File: config.mk
export PLATFORM = sky130hd
export DESIGN_NAME = matrix_column_scanner
export DESIGN_NICKNAME = d
export VERILOG_FILES = /design/src/rtl/matrix_scan_pkg.sv /design/src/rtl/matrix_frame_counter.sv /design/src/rtl/matrix_column_scanner.sv
export SDC_FILE = /design/constraint.sdc
export NUM_CORES = 1
export LEC_CHECK = 0
export CAP_MARGIN = 20
export CORE_UTILIZATION = 61
export CTS_BUF_LIST = sky130_fd_sc_hd__clkbuf_4 sky130_fd_sc_hd__clkbuf_8
export CTS_CLUSTER_SIZE = 25
export DETAILED_ROUTE_END_ITERATION = 8
export HOLD_SLACK_MARGIN = 0.12
export MAX_ROUTING_LAYER = met4
export PLACE_DENSITY = 0.87
export SYNTH_ARGS = -nofsm -noshare
export SYNTH_HDL_FRONTEND = slang
export SYNTH_HIERARCHICAL = 1
export SYNTH_SLANG_ARGS = --single-unit
File: constraint.sdc
create_clock -name clock -period 5.25 [get_ports clock]
set_input_delay 1.05 -clock clock [delete_from_list [all_inputs] [get_ports clock]]
set_output_delay 1.05 -clock clock [all_outputs]
set_load 0.02 [all_outputs]
File: src/rtl/matrix_scan_pkg.sv
// Shared constants, scan state type and column-to-image mapping for the
// LED matrix column scanner.
package matrix_scan_pkg;

    localparam int NUM_ROWS          = 7;
    localparam int NUM_COLUMNS       = 5;
    localparam int NUM_IMAGE_COLUMNS = 3;
    localparam int COL_W             = $clog2(NUM_COLUMNS);

    localparam logic [NUM_ROWS-1:0] ROWS_OFF = 7'h7F;

    // Physical columns 1..3 carry image columns 2..0; columns 0 and 4 stay dark.
    localparam int FIRST_IMAGE_COL = 1;
    localparam int LAST_IMAGE_COL  = 3;

    typedef enum logic {
        BLANK = 1'b0,
        DRIVE = 1'b1
    } scan_state_t;

    function automatic logic column_has_image(input logic [COL_W-1:0] col);
        return (int'(col) >= FIRST_IMAGE_COL) && (int'(col) <= LAST_IMAGE_COL);
    endfunction

    function automatic logic [1:0] column_image_index(input logic [COL_W-1:0] col);
        return 2'(LAST_IMAGE_COL - int'(col));
    endfunction

endpackage

File: src/rtl/matrix_frame_counter.sv
// Counts frame boundaries against MODE_FRAMES and owns the display_mode
// toggle register that selects the upstream image.
module matrix_frame_counter #(
    parameter int MODE_FRAMES = 500,
    parameter int CNT_W       = 10
) (
    input  logic clock,
    input  logic reset_n,
    input  logic frame_tick,
    output logic display_mode
);

    logic [CNT_W-1:0] frame_cnt_q, frame_cnt_d;
    logic             mode_q, mode_d;

    always_comb begin
        frame_cnt_d = frame_cnt_q;
        mode_d      = mode_q;
        if (frame_tick) begin
            if (frame_cnt_q == CNT_W'(MODE_FRAMES - 1)) begin
                frame_cnt_d = '0;
                mode_d      = ~mode_q;
            end else begin
                frame_cnt_d = frame_cnt_q + 1'b1;
            end
        end
    end

    always_ff @(posedge clock or negedge reset_n) begin
        if (!reset_n) begin
            frame_cnt_q <= '0;
            mode_q      <= 1'b0;
        end else begin
            frame_cnt_q <= frame_cnt_d;
            mode_q      <= mode_d;
        end
    end

    assign display_mode = mode_q;

endmodule

File: src/rtl/matrix_column_scanner.sv
// Time-multiplexes three image columns onto a 7x5 LED matrix with blanking.
// Optional MATRIX_LAMP_TEST_EN adds a lamp_test input forcing all rows on.
module matrix_column_scanner
    import matrix_scan_pkg::*;
#(
    parameter int COLUMN_HOLD  = 1000,
    parameter int BLANK_CYCLES = 8,
    parameter int MODE_FRAMES  = 500
) (
    input  logic                   clock,
    input  logic                   reset_n,
`ifdef MATRIX_LAMP_TEST_EN
    input  logic                   lamp_test,
`endif
    input  logic [NUM_ROWS-1:0]    column_2,
    input  logic [NUM_ROWS-1:0]    column_1,
    input  logic [NUM_ROWS-1:0]    column_0,
    output logic [NUM_COLUMNS-1:0] matrix_columns,
    output logic [NUM_ROWS-1:0]    matrix_rows,
    output logic                   display_mode,
    output logic                   frame_done
);

    localparam int MAX_BH    = (BLANK_CYCLES > COLUMN_HOLD) ? BLANK_CYCLES : COLUMN_HOLD;
    localparam int MAX_COUNT = (MAX_BH > MODE_FRAMES) ? MAX_BH : MODE_FRAMES;
    localparam int CNT_W     = (MAX_COUNT > 1) ? $clog2(MAX_COUNT) : 1;

    scan_state_t                                   state_q, state_d;
    logic [CNT_W-1:0]                              cycle_cnt_q, cycle_cnt_d;
    logic [COL_W-1:0]                              col_q, col_d;
    logic [NUM_IMAGE_COLUMNS-1:0][NUM_ROWS-1:0]    shadow_q, shadow_d;
    logic [NUM_COLUMNS-1:0]                        columns_q, columns_d;
    logic [NUM_ROWS-1:0]                           rows_q, rows_d;
    logic                                          frame_done_q, frame_done_d;
    logic                                          frame_tick;

    always_comb begin
        state_d      = state_q;
        cycle_cnt_d  = cycle_cnt_q;
        col_d        = col_q;
        shadow_d     = shadow_q;
        frame_tick   = 1'b0;

        case (state_q)
            BLANK: begin
                if (cycle_cnt_q == CNT_W'(BLANK_CYCLES - 1)) begin
                    state_d     = DRIVE;
                    cycle_cnt_d = '0;
                end else begin
                    cycle_cnt_d = cycle_cnt_q + 1'b1;
                end
            end
            DRIVE: begin
                if (cycle_cnt_q == CNT_W'(COLUMN_HOLD - 1)) begin
                    state_d     = BLANK;
                    cycle_cnt_d = '0;
                    if (col_q == COL_W'(NUM_COLUMNS - 1)) begin
                        // Frame boundary: latch the next image so it never tears mid-frame.
                        col_d      = '0;
                        frame_tick = 1'b1;
                        shadow_d   = {column_2, column_1, column_0};
                    end else begin
                        col_d = col_q + 1'b1;
                    end
                end else begin
                    cycle_cnt_d = cycle_cnt_q + 1'b1;
                end
            end
            default: begin
                state_d     = BLANK;
                cycle_cnt_d = '0;
            end
        endcase

        frame_done_d = frame_tick;

        // Outputs are derived from the next state so the registered drive lines up with it.
        columns_d = '0;
        rows_d    = ROWS_OFF;
        if (state_d == DRIVE) begin
            columns_d = {{(NUM_COLUMNS-1){1'b0}}, 1'b1} << col_d;
`ifdef MATRIX_LAMP_TEST_EN
            if (lamp_test) begin
                rows_d = '0;
            end else if (column_has_image(col_d)) begin
                rows_d = ~shadow_q[column_image_index(col_d)];
            end
`else
            if (column_has_image(col_d)) begin
                rows_d = ~shadow_q[column_image_index(col_d)];
            end
`endif
        end
    end

    always_ff @(posedge clock or negedge reset_n) begin
        if (!reset_n) begin
            state_q      <= BLANK;
            cycle_cnt_q  <= '0;
            col_q        <= '0;
            shadow_q     <= '0;
            columns_q    <= '0;
            rows_q       <= ROWS_OFF;
            frame_done_q <= 1'b0;
        end else begin
            state_q      <= state_d;
            cycle_cnt_q  <= cycle_cnt_d;
            col_q        <= col_d;
            shadow_q     <= shadow_d;
            columns_q    <= columns_d;
            rows_q       <= rows_d;
            frame_done_q <= frame_done_d;
        end
    end

    matrix_frame_counter #(
        .MODE_FRAMES (MODE_FRAMES),
        .CNT_W       (CNT_W)
    ) u_frame_counter (
        .clock        (clock),
        .reset_n      (reset_n),
        .frame_tick   (frame_tick),
        .display_mode (display_mode)
    );

    assign matrix_columns = columns_q;
    assign matrix_rows    = rows_q;
    assign frame_done     = frame_done_q;

endmodule

==> flow_metrics.py, run 1 <==
metrics = {
    "floorplanning": {
        "start_util_pct": 64.3,
        "die_height_um": 70.2,
        "die_area_mm2": 0.00493,
        "die_x_um": 70.2,
        "io-pin-count": 37,
        "row_count": 24,
        "coreArea_mm2": 0.00441,
    },
    "placement": {
        "dp_hpwl_mm": 3.57,
        "port_buffers": 36,
        "gp_congestion": 0.836,
        "placed_cells": 321,
        "placed_area_mm2": 0.00320,
    },
    "flow_run": {
        "cap_violations": 0,
    },
    "global_route": {
        "antenna_found_initial": 0,
        "overflow": 0,
        "grt_pass1_wl_mm": 9.85,
        "grt_pass1_vias": 1993,
        "grt_usage_pct": 27.1,
        "grt_max_degree": 60,
    },
    "route": {
        "via_per_inst": 5.92,
        "drtAntennaViolNets": 0,
        "post_drt_wl_per_cell_um": 16.9,
        "drt_iter0_markers": 155,
        "dr.pass1.iters": 4,
        "drcViolationCount": 0,
        "vias": 1994,
        "wirelength_mm": 5.69,
    },
    "yosys": {
        "syn_area_mm2": 0.00284,
        "syn_area_per_cell_um2": 12.0,
        "ys_async_sr_fraction_pct": 100,
        "ys_seq_elements": 59,
        "ys_types": 50,
        "syn_nets": 264,
        "syn_inst": 237,
        "synthTopCellsByArea": "dfrtp_1 (46%), mux2_4 (10%), dfstp_2 (6.5%)",
        "ys_seq_area_share_pct": 52.4,
        "synth_enable_flop_cells": 0,
        "ys_warn_count": 6,
        "ys.flop_type": "dfrtp_1",
        "yosysTopAreaCellShare_pct": 45.9,
        "synth_area_leader_cell": "dfrtp_1",
    },
    "timing": {
        "max_freq_ghz": 0.329,
        "tightest_slew_ns": 0.732,
        "fin_crit_sh_pct": 57.8,
        "finalSetupViolCount": 0,
        "finalWorstPathRequiredPeriod_ns": 3.04,
        "hold_violations": 0,
        "tns_ns": 0,
        "max_slew_margin_pct": 50.8,
        "rsz0062_at_grt": "false",
        "maxSlewViolCount": 0,
        "skew_ns": 0.00521,
    },
    "clock_tree": {
        "cts-root-buf": "clkbuf_8",
        "cts_htree_levels": 3,
        "clkLatencyLatePin_ns": 0.34,
        "ctsResizeCount": 0,
        "tritoncts": "built",
        "clk_pin_slew_ns": 0.06,
        "cts_buffer_depth": 2,
        "cts_made_buffers": 9,
        "clock-sinks": 59,
        "postCtsHoldBufs": 0,
        "post_cts_buffers": 0,
    },
    "worst_setup_path": {
        "critPathLaunchType": "register",
        "cp_top_family": "simple AND/OR/NAND/NOR gates",
        "cpPeakStageDelay_ns": 0.55,
        "crit_slowest_cell": "and3_1",
        "worst-path-buf-inv": 1,
        "cp_max_fo": 24,
        "arrival_ns": 3.29,
        "critical_path_class": "reg2reg",
        "worstPathCellList": "ha_1 -> nand4bb_2 -> nor3_4 -> and3_1 -> buf_4 -> nand3_1 -> or4_1 -> o211ai_1",
        "end_kind": "register",
        "cp.required_ns": 5.51,
    },
    "power_and_ir_drop": {
        "clock_power_share_pct": 51.4,
        "switching_share_pct": 19.0,
        "p_leak_nw": 1.48,
        "p_comb_share_pct": 2.6,
        "power_mw": 0.989,
        "peakVddDrop_uv": 280,
        "power.switching_mw": 0.187,
        "cellInternalPower_mw": 0.801,
        "pwr-share-seq_pct": 46.0,
        "power.density_mw_per_mm2": 287,
    },
    "cells_and_area": {
        "fillers": 256,
        "final_common_cell": "dfrtp_1",
        "drive_gt1_share_pct": 20.7,
        "fin_nets": 307,
        "area_delta_synth_final_pct": 21.5,
        "fin_area_mm2": 0.00345,
        "final_cell_mix": "dfrtp_1 (52), clkdlybuf4s50_1 (35), nor2_1 (20)",
        "antenna_cells": 0,
        "stdcell_count": 337,
    },
    "run_status": {
        "status": "finished, final reports clean",
    },
    "hold_path": {
        "hp-class": "reg2reg",
    },
}
logic make-up after synthesis:
logic type | after synthesis | share of synthesized area (%)
simple gates | 82 | 16.9
flops | 59 | 52.4
compound gates | 39 | 8.43
mux | 30 | 14.2
buf+inv | 14 | 3.57
xor+xnor | 9 | 2.78
fa+ha+maj | 4 | 1.76
final timing paths:
| path | start | to | slack [ns] | cells after the start |
|---|---|---|---|---|
| setup / recovery | cycle_cnt_q[0] | u_frame_counter/frame_cnt_q[7] | 2.21 | 8 |
| max in group asynchronous | reset_n | cycle_cnt_q[8] | 3.94 | 2 |
| hold / removal | cycle_cnt_q[0] | cycle_cnt_q[0] | 0.46 | 1 |
| setup reg to reg | cycle_cnt_q[0] | u_frame_counter/frame_cnt_q[7] | 2.21 | 8 |
| min in group asynchronous | reset_n | matrix_columns[0] | 0.84 | 2 |
| hold reg to reg | cycle_cnt_q[0] | cycle_cnt_q[0] | 0.46 | 1 |
synthesized netlist by cell type, types with 2 or more instances:
master / count
dfstp_2: 7
o22ai_1: 2
and4_1: 2
nor2_1: 20
buf_12: 2
or3_1: 3
inv_1: 7
nand2_1: 11
a21o_1: 8
and3_1: 3
mux2i_1: 7
dfrtp_1: 52
mux2_4: 19
xor2_1: 8
o21ai_0: 10
a21oi_1: 11
nand3_1: 16
mux2_2: 3
buf_6: 2
nand2b_1: 2
nand4_1: 4
a31oi_1: 2
ha_1: 4
and2_1: 2
a211o_1: 2
nor3_1: 4
stage by stage:
step,hold slack [ns],utilization (%),setup WS (ns)
2_1_floorplan,0.424,-,2.75
3_3_place_gp,0.434,72.5,2.40
3_5_place_dp,0.451,72.5,2.24
4_1_cts,0.468,78.1,2.22
5_1_grt,0.490,78.1,2.00
6_report,0.465,78.1,2.21
flip-flops by register name, summed over array words and instances, names as in the netlist, 3 cells and up:
signal and flops:
u_frame_counter/frame_cnt_q 10, col_q 3, matrix_rows 7, cycle_cnt_q 10, shadow_q 21, matrix_columns 5
power groups by stage:
| stage | registers, mW | clock network, mW | logic [mW] |
|---|---|---|---|
| floorplan | 0.463 | 0 | 0.000354 |
| global placement | 0.463 | 0 | 0.0263 |
| detailed placement | 0.463 | 0 | 0.0264 |
| CTS | 0.455 | 0.519 | 0.0268 |
| global route | 0.454 | 0.542 | 0.0291 |
| finish | 0.455 | 0.508 | 0.0259 |
worst register-to-register path: stages, from the launching register on:
cell and delay, ns:
dfrtp_1 0.36, ha_1 0.29, nand4bb_2 0.21, nor3_4 0.29, and3_1 0.55, buf_4 0.44, nand3_1 0.27, or4_1 0.45
o211ai_1 0.10
routing by layer:
metal	track usage (%)	wire length (um)	part of all wire, %
met1	35.0	2500	44
met2	40.5	2770	49
met3	5.92	280	4.9
met4	13.8	133	2.3
met5	-	0	0
final cells by class:
cell class                 instances  area (um2)  area share (%)
tap                               52        65.1            1.89
clock inverter                     5         100            2.90
multi-input combinational        164        1250            36.3
inverter                           8        30.0           0.871
timing repair buffer              38         370            10.7
sequential                        59        1490            43.1
clock buffer                      11         145            4.21
Note: power is estimated with default switching activity, not from simulation.
==> run 2: changes to the inputs <==
--- a/config.mk
+++ b/config.mk
@@ -6,13 +6,13 @@
 export NUM_CORES = 1
 export LEC_CHECK = 0
 export CAP_MARGIN = 20
-export CORE_UTILIZATION = 61
+export CORE_UTILIZATION = 51
 export CTS_BUF_LIST = sky130_fd_sc_hd__clkbuf_4 sky130_fd_sc_hd__clkbuf_8
 export CTS_CLUSTER_SIZE = 25
 export DETAILED_ROUTE_END_ITERATION = 8
 export HOLD_SLACK_MARGIN = 0.12
 export MAX_ROUTING_LAYER = met4
-export PLACE_DENSITY = 0.87
+export PLACE_DENSITY = 0.78
 export SYNTH_ARGS = -nofsm -noshare
 export SYNTH_HDL_FRONTEND = slang
 export SYNTH_HIERARCHICAL = 1
==> constraint.sdc (replaced) <==
create_clock -name clock -period 2.6 [get_ports clock]
set_input_delay 0.52 -clock clock [delete_from_list [all_inputs] [get_ports clock]]
set_output_delay 0.52 -clock clock [all_outputs]
set_load 0.02 [all_outputs]
==> run 2 against run 1 <==
Design area is 0.33% lower. Total power is 72% higher. First-iteration DRC count is 33% lower. Routed wire length is 13% lower. Register-to-register slack worse by 1.8 ns. Clock power is 43% higher. Utilization is 12 points lower. Critical path type unchanged. Largest power group is now sequential cells.
==> flow_metrics.py, run 2 (synthesized netlist as in run 1, its figures left out) <==
metrics = {
    "run_status": {
        "status": "finished, final reports clean",
    },
    "worst_setup_path": {
        "critical_path_class": "reg2reg",
        "worst-path-buf-inv": 0,
        "end_kind": "register",
        "rr_worst_depth": 7,
        "reg2reg_to": "u_frame_counter/frame_cnt_q[7]",
        "cp_top_family": "simple AND/OR/NAND/NOR gates",
        "cp_max_fo": 7,
        "arrival_ns": 2.46,
        "cpPeakStageDelay_ns": 0.44,
        "rrSetupSlack_ns": 0.39,
        "worstPathCellList": "ha_1 -> nand4bb_2 -> nor3_4 -> and3_2 -> nand3_1 -> or4_1 -> o211ai_1",
        "cp.required_ns": 2.84,
        "critPathLaunchType": "register",
        "r2r-start": "cycle_cnt_q[0]",
        "crit_slowest_cell": "or4_1",
    },
    "route": {
        "wirelength_mm": 4.95,
        "drt_iter0_markers": 104,
        "vias": 1907,
        "drtAntennaViolNets": 0,
        "drcViolationCount": 0,
        "dr.pass1.iters": 4,
        "via_per_inst": 5.33,
        "post_drt_wl_per_cell_um": 13.8,
    },
    "cells_and_area": {
        "final_common_cell": "dfrtp_1",
        "top_register": "shadow_q",
        "final_cell_mix": "dfrtp_1 (52), clkdlybuf4s50_1 (35), nor2_1 (20)",
        "area_delta_synth_final_pct": 21.1,
        "fin_nets": 310,
        "largest_register_ffs": 21,
        "drive_gt1_share_pct": 21.9,
        "antenna_cells": 0,
        "reg_top3": "shadow_q: 21 flops, cycle_cnt_q: 10 flops, u_frame_counter/frame_cnt_q: 10 flops",
        "fin_area_mm2": 0.00343,
    },
    "power_and_ir_drop": {
        "clock_power_share_pct": 42.7,
        "power.density_mw_per_mm2": 494,
        "p_leak_nw": 1.47,
        "cellInternalPower_mw": 1.35,
        "switching_share_pct": 20.5,
        "p_comb_share_pct": 3.1,
        "pwr-share-seq_pct": 54.2,
        "peakVddDrop_uv": 395,
        "power.switching_mw": 0.348,
    },
    "floorplanning": {
        "row_count": 26,
        "start_util_pct": 54.2,
        "io-pin-count": 37,
        "die_height_um": 76.6,
        "die_x_um": 76.6,
        "die_area_mm2": 0.00586,
        "coreArea_mm2": 0.00524,
    },
    "timing": {
        "skew_ns": 0.00757,
        "max_freq_ghz": 0.452,
        "hold_ws_ns": 0.203,
        "finalWorstPathRequiredPeriod_ns": 2.21,
        "finalSetupViolCount": 0,
        "tns_ns": 0,
        "fin_crit_sh_pct": 85.2,
        "max_slew_margin_pct": 58.8,
        "maxSlewViolCount": 0,
        "rsz0062_at_grt": "false",
        "tightest_slew_ns": 0.618,
        "hold_violations": 0,
    },
    "clock_tree": {
        "cts_made_buffers": 9,
        "clk_pin_slew_ns": 0.06,
        "ctsResizeCount": 0,
        "clkLatencyLatePin_ns": 0.33,
        "post_cts_buffers": 0,
        "cts_buffer_depth": 2,
        "clock-sinks": 59,
        "cts_htree_levels": 3,
        "postCtsHoldBufs": 0,
        "tritoncts": "built",
        "cts-root-buf": "clkbuf_8",
    },
    "global_route": {
        "gr-usage-met1_pct": 25.4,
        "grt_pass1_vias": 1830,
        "use_met3_pct": 8.74,
        "antenna_found_initial": 0,
        "globalRouteMet2Util_pct": 28.8,
        "grt-busiest-layer": "met2",
        "grt_pass1_wl_mm": 8.52,
        "grt_max_degree": 33,
        "grt_usage_pct": 20.0,
        "overflow": 0,
    },
    "hold_path": {
        "hp-class": "in2async",
    },
    "flow_run": {
        "cap_violations": 0,
    },
    "placement": {
        "dp_hpwl_mm": 3.54,
        "port_buffers": 36,
        "placed_area_mm2": 0.00326,
        "gp_congestion": 0.822,
    },
}
[run 2: stage by stage]
stage,instances,setup slack [ns],util (%),power (mW)
2_1_floorplan,237,0.0969,-,0.936
3_3_place_gp,342,0.474,62.2,0.991
3_5_place_dp,342,0.394,62.2,0.990
4_1_cts,358,0.379,65.6,1.72
5_1_grt,358,0.134,65.6,1.77
6_report,358,0.386,65.6,1.70
[run 2: routing by layer]
metal	vias to the layer above	routed length (um)
li1	937	-
met1	905	2320
met4	0	72
met2	58	2290
met5	-	0
met3	7	279
[run 2: power by group through the flow]
stage / Combinational [mW] / Clock (mW) / Sequential [mW]
floorplan: 0.000715 / 0 / 0.935
global placement: 0.0558 / 0 / 0.935
detailed placement: 0.0551 / 0 / 0.935
CTS: 0.0553 / 0.749 / 0.919
global route: 0.0598 / 0.791 / 0.918
finish: 0.0531 / 0.724 / 0.919
[run 2: cell type report]
type | count | area, um2
inverters | 8 | 30.0
flip-flops and latches | 59 | 1490
clock buffers | 13 | 160
fillers | 400 | 1800
well taps | 70 | 87.6
multi-input cells | 164 | 1250
repair buffers | 41 | 405
clock inverters | 3 | 15.0
[run 2: worst max path at each step]
| stage | startpoint | end | slack (ns) | depth (start not counted) |
|---|---|---|---|---|
| 4_1_cts | cycle_cnt_q[0] | u_frame_counter/frame_cnt_q[7] | 0.38 | 7 |
| 3_3_place_gp | cycle_cnt_q[0] | u_frame_counter/frame_cnt_q[7] | 0.47 | 7 |
| 3_5_place_dp | cycle_cnt_q[0] | u_frame_counter/frame_cnt_q[7] | 0.39 | 7 |
| 6_report | cycle_cnt_q[0] | u_frame_counter/frame_cnt_q[7] | 0.39 | 7 |
| 2_1_floorplan | cycle_cnt_q[0] | u_frame_counter/frame_cnt_q[7] | 0.1 | 10 |
| 5_1_grt | cycle_cnt_q[0] | u_frame_counter/frame_cnt_q[7] | 0.13 | 7 |
==> run 3: changes to the inputs <==
--- a/config.mk
+++ b/config.mk
@@ -5,6 +5,7 @@
 export SDC_FILE = /design/constraint.sdc
 export NUM_CORES = 1
 export LEC_CHECK = 0
+export ABC_AREA = 1
 export CAP_MARGIN = 20
 export CORE_UTILIZATION = 51
 export CTS_BUF_LIST = sky130_fd_sc_hd__clkbuf_4 sky130_fd_sc_hd__clkbuf_8
==> run 3 against run 2 <==
Maximum frequency rose by 12%. Register-to-register slack improved by 0.23 ns. Routed wire length rose by 13%. Clock-buffer cell count fell by 2. Worst hold slack got worse by 0.0063 ns. Synthesized area fell by 0.97%. First-iteration DRC count rose by 63%. Combinational power fell by 0.8%. Global-route usage rose by 2.4 points. Critical path type unchanged. Critical endpoint is now u_frame_counter/frame_cnt_q[9]. Largest cell class unchanged.
==> flow_metrics.py, run 3 <==
metrics = {
    "clock_tree": {
        "post_cts_buffers": 0,
        "cts_buffer_depth": 2,
        "clkLatencyLatePin_ns": 0.34,
        "clk_pin_slew_ns": 0.06,
        "cts_made_buffers": 9,
        "postCtsHoldBufs": 0,
        "cts-root-buf": "clkbuf_8",
        "tritoncts": "built",
        "cts_htree_levels": 3,
        "clock-sinks": 59,
        "ctsResizeCount": 0,
    },
    "power_and_ir_drop": {
        "p_leak_nw": 1.70,
        "power.density_mw_per_mm2": 521,
        "peakVddDrop_uv": 370,
    },
    "yosys": {
        "synth_most_common_cell": "nand2_1",
        "ys.flop_type": "dfrtp_1",
        "ys_async_sr_fraction_pct": 100,
        "syn_area_mm2": 0.00281,
        "ys_seq_area_share_pct": 52.9,
        "synth_area_leader_cell": "dfrtp_1",
        "ys_seq_elements": 59,
        "yosysTopAreaCellShare_pct": 46.3,
        "synth_enable_flop_cells": 0,
        "syn_inst": 334,
        "syn_nets": 361,
        "synthTopCellsByArea": "dfrtp_1 (46%), nand2_1 (14%), dfstp_2 (6.5%)",
        "yosys-top-cells-count": "nand2_1 (102), dfrtp_1 (52), inv_1 (41)",
        "ys_types": 27,
        "syn_area_per_cell_um2": 8.41,
        "ys_warn_count": 6,
    },
    "worst_setup_path": {
        "critical_path_class": "reg2reg",
        "cp.required_ns": 2.84,
        "worst-path-buf-inv": 2,
        "end_kind": "register",
        "worstPathCellList": "ha_1 -> nand2_1 -> nor2_4 -> nand4_4 -> nor2_4 -> nand2_2 -> nor2_4 -> nand2_2 -> clkinv_1 -> nand3_1 -> nand2_1 -> inv_1",
        "cp_top_family": "simple AND/OR/NAND/NOR gates",
        "crit_slowest_cell": "dfrtp_1",
        "crit_start": "cycle_cnt_q[0]",
        "cpPeakStageDelay_ns": 0.39,
        "cp_max_fo": 10,
        "arrival_ns": 2.22,
        "rr_worst_depth": 12,
        "r2r-start": "cycle_cnt_q[0]",
        "worstSetupPathDepth": 12,
        "cpMostUsedCell": "nor2_4",
        "critPathLaunchType": "register",
    },
    "cells_and_area": {
        "largest_register_ffs": 21,
        "fillers": 451,
        "top_register": "shadow_q",
        "drive_gt1_share_pct": 13.0,
        "area_delta_synth_final_pct": 23.0,
        "fin_nets": 406,
        "antenna_cells": 0,
        "final_common_cell": "nand2_1",
        "fin_area_mm2": 0.00345,
        "reg_top3": "shadow_q: 21 flops, cycle_cnt_q: 10 flops, u_frame_counter/frame_cnt_q: 10 flops",
        "postLayoutCoreUtil_pct": 66.4,
        "final_cell_mix": "nand2_1 (102), dfrtp_1 (52), inv_1 (41)",
    },
    "floorplanning": {
        "row_count": 26,
        "start_util_pct": 54.0,
        "die_x_um": 76.2,
        "io-pin-count": 37,
        "coreArea_mm2": 0.00520,
        "die_area_mm2": 0.00581,
        "die_height_um": 76.2,
    },
    "timing": {
        "max_freq_ghz": 0.504,
        "skew_ns": 0.00309,
        "hold_violations": 0,
        "finalSetupViolCount": 0,
        "hold_ws_ns": 0.197,
        "maxSlewViolCount": 0,
        "fin_crit_sh_pct": 76.4,
        "fin_ws_ns": 0.615,
        "max_slew_margin_pct": 57.3,
        "finalWorstPathRequiredPeriod_ns": 1.99,
        "tightest_slew_ns": 0.641,
        "rsz0062_at_grt": "false",
        "tns_ns": 0,
    },
    "flow_run": {
        "cap_violations": 0,
    },
    "placement": {
        "gp_congestion": 0.853,
        "port_buffers": 36,
        "placed_area_mm2": 0.00326,
        "pre_cts_ws_ns": 0.645,
        "dp_hpwl_mm": 3.90,
    },
    "hold_path": {
        "hp-class": "in2async",
    },
    "route": {
        "drcViolationCount": 0,
        "post_drt_wl_per_cell_um": 12.3,
        "wirelength_mm": 5.60,
        "drt_iter0_markers": 169,
        "drtAntennaViolNets": 0,
        "via_per_inst": 5.01,
        "dr.pass1.iters": 4,
        "vias": 2273,
    },
    "run_status": {
        "status": "finished, final reports clean",
    },
    "global_route": {
        "grt_max_degree": 37,
        "grt_pass1_vias": 2178,
        "grt_pass1_wl_mm": 9.81,
        "overflow": 0,
        "grt_usage_pct": 22.4,
        "antenna_found_initial": 0,
    },
}
-- run 3: cell count changes in the layout (fill, tap and decap cells not counted), moves of 5 or more --
cell / before / now
nor2_1: 20 / 29
nor2_4: 0 / 5
nand3_1: 16 / 32
mux2_4: 19 / 0
a21oi_1: 11 / 4
inv_1: 7 / 41
a21o_1: 8 / 0
mux2i_1: 7 / 0
nand2_1: 11 / 102
nand2_2: 0 / 6
-- run 3: path summary, 6_finish.rpt --
check / end / slack, ns
setup reg to reg: u_frame_counter/frame_cnt_q[9] / 0.61
max in group asynchronous: matrix_rows[6] / 1.74
hold reg to reg: shadow_q[16] / 0.48
hold / removal: cycle_cnt_q[5] / 0.20
setup / recovery: u_frame_counter/frame_cnt_q[9] / 0.61
min in group clock: shadow_q[16] / 0.48
-- run 3: kinds of logic (layout without fill, tap and decap cells) --
| logic type | Yosys count | count (layout) | synth area share, % |
|---|---|---|---|
| XOR/XNOR | 7 | 7 | 2.18 |
| flip-flops | 59 | 59 | 52.9 |
| buffers and inverters | 49 | 99 | 6.82 |
| AO/OA/AOI/OAI | 21 | 21 | 4.28 |
| AND/OR/NAND/NOR | 194 | 194 | 32.1 |
| adder cells (fa/ha/maj) | 4 | 4 | 1.78 |
-- run 3: layout make-up --
cell class | instances | area, um2 | share of cell area (%)
Clock buffer | 11 | 145 | 4.20
Clock inverter | 5 | 52.6 | 1.52
Inverter | 45 | 169 | 4.89
Multi-Input combinational cell | 226 | 1130 | 32.8
Sequential cell | 59 | 1490 | 43.0
Tap cell | 70 | 87.6 | 2.54
Timing Repair Buffer | 38 | 383 | 11.1
-- run 3: stage by stage --
step,power (mW),std cells
2_1_floorplan,0.935,334
3_3_place_gp,0.989,438
3_5_place_dp,0.989,438
4_1_cts,1.81,454
5_1_grt,1.85,454
6_report,1.80,454
-- run 3: layer usage --
metal / routed length, um / global-route usage [%]
met5: 0 / -
met4: 102 / 11.7
met3: 292 / 4.19
met2: 2640 / 34.7
met1: 2570 / 28.0
-- run 3: report_power, final --
part	total (mW)	leakage (nW)	switching, mW	internal (mW)
Sequential	0.919	0.666	0	0.919
Combinational	0.0527	0.935	0.0219	0.0307
Clock	0.828	0.103	0.354	0.474
Total	1.80	1.70	0.376	1.42
